$ cat config.mk
export PLATFORM = sky130hd
export DESIGN_NAME = multdiv_x_unit
export DESIGN_NICKNAME = d
export VERILOG_FILES = /design/src/rtl/multdiv_x_unit.sv
export SDC_FILE = /design/constraint.sdc
export NUM_CORES = 1
export LEC_CHECK = 0
export CAP_MARGIN = 20
export CORE_MARGIN = 5
export CORE_UTILIZATION = 50
export CTS_CLUSTER_DIAMETER = 40
export CTS_CLUSTER_SIZE = 28
export DETAILED_ROUTE_END_ITERATION = 8
export PLACE_DENSITY = 0.72
export SLEW_MARGIN = 10
export SYNTH_ARGS = -nofsm -noshare
export SYNTH_HDL_FRONTEND = slang
export SYNTH_SLANG_ARGS = --single-unit
$ cat constraint.sdc
create_clock -name clock -period 10.6 [get_ports clock]
set_input_delay 2.12 -clock clock [delete_from_list [all_inputs] [get_ports clock]]
set_output_delay 2.12 -clock clock [all_outputs]
set_load 0.1 [all_outputs]
$ cat src/rtl/multdiv_x_unit.sv
// multdiv_x_unit: iterative signed multiply / divide for the execute stage.
// Multiply is a sign-magnitude shift-add over WIDTH edges, and divide is a
// restoring divide over WIDTH edges. While the unit is busy it stalls the
// front of the pipe. The result is presented for one cycle in DONE.
module multdiv_x_unit #(
    parameter int WIDTH = 32,
    parameter int TAG_W = 5
) (
    input  logic             clock,
    input  logic             reset_n,
    input  logic             is_mult,
    input  logic             is_div,
    input  logic [WIDTH-1:0] operand_a,
    input  logic [WIDTH-1:0] operand_b,
    input  logic [TAG_W-1:0] rd_in,
    output logic             stall,
    output logic [WIDTH-1:0] result,
    output logic             exception,
    output logic             result_rdy,
    output logic [TAG_W-1:0] rd_out
);

    localparam int CNT_W = $clog2(WIDTH + 1);

    typedef enum logic [1:0] {S_IDLE, S_MUL, S_DIV, S_DONE} state_t;

    state_t             state_q, state_d;
    logic [CNT_W-1:0]   cnt_q, cnt_d;
    logic [WIDTH-1:0]   a_q, a_d;        // |multiplicand|, or dividend shifting into quotient
    logic [WIDTH-1:0]   b_q, b_d;        // |divisor|
    logic [2*WIDTH-1:0] acc_q, acc_d;    // mul: {partial hi, multiplier}; div: remainder in low half
    logic               neg_q, neg_d;    // operand signs differ
    logic               dz_q, dz_d;      // divisor was zero at start
    logic               ovf_q, ovf_d;    // most-negative / -1 divide
    logic [TAG_W-1:0]   rd_q, rd_d;
    logic [WIDTH-1:0]   res_q, res_d;
    logic               exc_q, exc_d;
    logic [TAG_W-1:0]   rdo_q, rdo_d;

    logic               start, last;
    logic [WIDTH-1:0]   abs_a, abs_b;
    logic [WIDTH:0]     msum;
    logic [2*WIDTH-1:0] mul_next, prod;
    logic [WIDTH:0]     trial;
    logic               ge;
    logic [WIDTH-1:0]   quo_next, quo;

    assign start = is_mult | is_div;
    assign last  = (cnt_q == CNT_W'(WIDTH - 1));
    assign abs_a = operand_a[WIDTH-1] ? -operand_a : operand_a;
    assign abs_b = operand_b[WIDTH-1] ? -operand_b : operand_b;

    // State and datapath registers; reset clears everything
    always_ff @(posedge clock or negedge reset_n) begin
        if (!reset_n) begin
            state_q <= S_IDLE;
            cnt_q   <= '0;
            a_q     <= '0;
            b_q     <= '0;
            acc_q   <= '0;
            neg_q   <= 1'b0;
            dz_q    <= 1'b0;
            ovf_q   <= 1'b0;
            rd_q    <= '0;
            res_q   <= '0;
            exc_q   <= 1'b0;
            rdo_q   <= '0;
        end else begin
            state_q <= state_d;
            cnt_q   <= cnt_d;
            a_q     <= a_d;
            b_q     <= b_d;
            acc_q   <= acc_d;
            neg_q   <= neg_d;
            dz_q    <= dz_d;
            ovf_q   <= ovf_d;
            rd_q    <= rd_d;
            res_q   <= res_d;
            exc_q   <= exc_d;
            rdo_q   <= rdo_d;
        end
    end

    // Next-state: start from IDLE (multiply wins a tie), then iterate WIDTH edges
    always_comb begin
        state_d = state_q;
        case (state_q)
            S_IDLE: if (start) state_d = is_mult ? S_MUL : S_DIV;
            S_MUL:  if (last) state_d = S_DONE;
            S_DIV:  if (dz_q || last) state_d = S_DONE;
            default: state_d = S_IDLE;
        endcase
    end

    // Datapath: latch operands at start, one add-shift or restore step per edge
    always_comb begin
        cnt_d = cnt_q;
        a_d   = a_q;
        b_d   = b_q;
        acc_d = acc_q;
        neg_d = neg_q;
        dz_d  = dz_q;
        ovf_d = ovf_q;
        rd_d  = rd_q;
        res_d = res_q;
        exc_d = exc_q;
        rdo_d = rdo_q;

        // Multiply step: conditionally add the multiplicand into the high half, then shift right
        msum     = {1'b0, acc_q[2*WIDTH-1:WIDTH]} + (acc_q[0] ? {1'b0, a_q} : '0);
        mul_next = {msum, acc_q[WIDTH-1:1]};
        prod     = neg_q ? -mul_next : mul_next;

        // Divide step: bring the next dividend bit into the remainder and trial-subtract
        trial    = {acc_q[WIDTH-1:0], a_q[WIDTH-1]};
        ge       = (trial >= {1'b0, b_q});
        quo_next = {a_q[WIDTH-2:0], ge};
        quo      = neg_q ? -quo_next : quo_next;

        case (state_q)
            S_IDLE: begin
                if (start) begin
                    cnt_d = '0;
                    a_d   = abs_a;
                    b_d   = abs_b;
                    acc_d = is_mult ? {{WIDTH{1'b0}}, abs_b} : '0;
                    neg_d = operand_a[WIDTH-1] ^ operand_b[WIDTH-1];
                    dz_d  = (operand_b == '0);
                    ovf_d = (operand_a == {1'b1, {(WIDTH-1){1'b0}}}) && (operand_b == '1);
                    rd_d  = rd_in;
                end
            end
            S_MUL: begin
                cnt_d = cnt_q + CNT_W'(1);
                acc_d = mul_next;
                if (last) begin
                    res_d = prod[WIDTH-1:0];
                    exc_d = (prod[2*WIDTH-1:WIDTH] != {WIDTH{prod[WIDTH-1]}});
                    rdo_d = rd_q;
                end
            end
            S_DIV: begin
                if (dz_q) begin
                    res_d = '0;
                    exc_d = 1'b1;
                    rdo_d = rd_q;
                end else begin
                    cnt_d = cnt_q + CNT_W'(1);
                    acc_d = {{WIDTH{1'b0}}, ge ? (trial[WIDTH-1:0] - b_q) : trial[WIDTH-1:0]};
                    a_d   = quo_next;
                    if (last) begin
                        res_d = quo;
                        exc_d = ovf_q;
                        rdo_d = rd_q;
                    end
                end
            end
            default: ;
        endcase
    end

    // Outputs: stall covers the accepting IDLE cycle and all iterating cycles
    always_comb begin
        stall      = reset_n & (((state_q == S_IDLE) & start) |
                                (state_q == S_MUL) | (state_q == S_DIV));
        result_rdy = (state_q == S_DONE);
        result     = res_q;
        exception  = exc_q;
        rd_out     = rdo_q;
    end

endmodule

==> results.cfg <==
[floorplan]
rows = 65
start_util = 0.507
die_area_um2 = 35800
die_x_um = 189
core_um2 = 31600
io_pins = 113
die_h_um = 189

[critical_path]
r2r_start = acc_q[0]
worstPathArrival_ns = 6.91
worstPathRequired_ns = 10.97
path_max_fanout = 39
rr_worst_depth = 22
r2r_end = result[28]
worstSetupEndpointType = register
criticalPathCategory = reg2reg
worstSetupStartpoint = acc_q[0]
cp-start-kind = register
rrSetupSlack_ns = 4.06

[yosys]
yosysSeqAreaShare = 0.284
ys.flop_type = dfrtp_1
synth_area_per_cell_um2 = 7.98
netlist_area_um2 = 16000
synth.distinct_cells = 83
ys_warn_count = 0
synthArstFlopShare = 1.00
synth_cells = 2009
synth_enable_flop_cells = 0
synth-seq-cells = 182
synth_nets = 2158

[finish]
fillers = 2873
nets = 2194
drive_above_1_share = 0.0534
fin_util = 0.569
mostFrequentLayoutCells = o21ai_0, dfrtp_1, nand2_1
final_common_cell = o21ai_0
antennaDiodeCount = 0
synthToLayoutAreaGrowth_pct = 12.3

[grt]
grt.overflow.total = 0
grt_pass1_wl_mm = 80.9
grt_usage = 0.277
antenna_found_initial = 0
first_global_vias = 14946
grt_max_degree = 80

[power]
internal_power_w = 0.00252
power_frac_seq = 0.233
p_per_area_nw_per_um2 = 294
vdd_drop_max_v = 0.000225
leakagePower_nw = 7.75
power_switching_w = 0.00277
swShare = 0.524
combPwrFrac = 0.645
p_clk_frac = 0.121

[cts]
h-tree-depth = 4
tritoncts = yes
cts_hold_buf = 0
cts_inserted_buffers = 17
cts_resized = 0
cts.clk_slew.worst_paths_ns = 0.07
cts_sinks = 182
cts_setup_buffers = 0
clk_latency_ns = 0.45
cts_root_buffer = clkbuf_16
clockBufferDepth = 2

[min_path]
hold-path-endpoint = b_q[30]
hold_depth = 2
hold_class = reg2reg
min_from = b_q[30]

[timing]
rsz0062_at_grt = false
fin_crit_ns = 6.54
hold_viol = 0
setup_violations = 0
fin_setup_tns_ns = 0
relSlewSlack = 0.240
finalCritPeriodShare = 0.617
slew_violations = 0
skew_ns = 0.0126
fmax_mhz = 153
tightest_slew_ns = 1.14

[route]
remaining_drc_errors = 0
viasPerCell = 6.42
routed_wl_mm = 50.6
vias = 15795
drt_iter0_markers = 1546
first_pass_iters = 6
drtAntennaViolNets = 0
post_drt_wl_per_cell_um = 20.6

[placed_design]
io_buffers = 112
hpwl_mm = 37.6
routabilityCongestion = 0.968

[run]
cap_violations = 0

[outcome]
outcome = complete, no violations
kinds of logic (layout without fill, tap and decap cells):
kind of cell    after synthesis  after routing  synth area share
buf+inv                     197            246            0.0471
compound gates              666            666             0.271
mux                          46             46            0.0300
xor+xnor                    170            170            0.0929
simple gates                672            672             0.214
fa+ha+maj                    76             76            0.0602
flops                       182            182             0.284
cell type report:
cell class	count	area, um^2	area share
Multi-Input combinational cell	1630	10800	0.599
Clock inverter	14	138	0.00764
Timing Repair Buffer	131	1270	0.0706
Clock buffer	18	439	0.0244
Inverter	83	312	0.0173
Sequential cell	182	4560	0.253
Tap cell	402	503	0.0279
critical path: stages, from the launching register on:
cell,delay (ns)
dfrtp_1,0.87
ha_1,0.38
nor2b_1,0.13
o21ai_0,0.19
a21boi_0,0.11
o21ai_0,0.22
a21boi_0,0.11
o21ai_0,0.33
a21oi_1,0.12
nor2_1,0.31
a21boi_0,0.23
o31a_2,0.37
buf_4,0.29
inv_1,0.62
ha_1,0.30
nand2b_1,0.12
or2_0,0.34
or3_1,0.49
o21ai_0,0.30
o21a_1,0.19
xnor2_1,0.11
a22oi_1,0.08
o21ai_0,0.18
through the flow:
| step | std cells | worst slack (ns) | hold WS [ns] | total power [W] | cell area, um^2 |
|---|---|---|---|---|---|
| CTS | 2458 | 4.28 | 0.487 | 0.00524 | 18000 |
| global placement | 2426 | 4.37 | 0.461 | 0.00450 | 17400 |
| floorplan | 2009 | 3.61 | 0.443 | 0.00371 | 16000 |
| finish | 2460 | 4.06 | 0.483 | 0.00530 | 18000 |
| global route | 2460 | 3.64 | 0.513 | 0.00570 | 18000 |
| detailed placement | 2426 | 4.34 | 0.470 | 0.00458 | 17400 |
how the worst max path moves through the flow:
stage | to | cells after the start | slack, ns
floorplan | stall | 4 | 3.61
global route | result[28] | 22 | 3.64
finish | result[28] | 22 | 4.06
detailed placement | stall | 4 | 4.34
global placement | stall | 4 | 4.37
CTS | result[28] | 22 | 4.28
sequential cells by signal, summed over array words and instances, names as in the netlist:
signal / cells
result: 32
rd_out: 5
b_q: 32
exception: 1
cnt_q: 6
a_q: 32
neg_q: 1
ovf_q: 1
state_q: 2
dz_q: 1
rd_q: 5
acc_q: 64
per-layer routing:
layer,vias up,GRT usage,part of all wire
li1,7489,-,-
met1,7580,0.383,0.43
met2,614,0.434,0.45
met3,112,0.0439,0.074
met4,0,0.114,0.043
met5,-,0,0
power by group through the flow:
stage	registers, W	clock network, W	logic (W)
after detailed placement	0.00124	0	0.00334
after floorplan	0.00108	0	0.00263
after global placement	0.00123	0	0.00327
after CTS	0.00123	0.000651	0.00336
after global routing	0.00126	0.000684	0.00375
final	0.00124	0.000643	0.00342
synth_stat cells (22+ instances only):
cell type  instances  share of area
nand3_1           46          0.014
and2_1            44          0.017
o21a_1            27          0.013
a211oi_1          29          0.014
or4_1             27          0.013
dfrtp_1          182           0.28
nor2_1           135          0.032
a21oi_1          130          0.041
o21ai_0          191          0.060
nand4_1           23         0.0090
nor3_1            44          0.014
nand2b_1          23         0.0090
xor2_1           108          0.059
or3_1             48          0.019
mux2i_1           30          0.019
a21o_1            28          0.013
inv_1             83          0.019
ha_1              74          0.058
nand2_1          180          0.042
a31oi_1           22         0.0086
o31ai_1           55          0.026
a22o_1            22          0.012
clkbuf_1          97          0.023
o41ai_1           26          0.014
o22ai_1           24         0.0094
xnor2_1           62          0.034
Note: power is estimated with default switching activity, not from simulation.
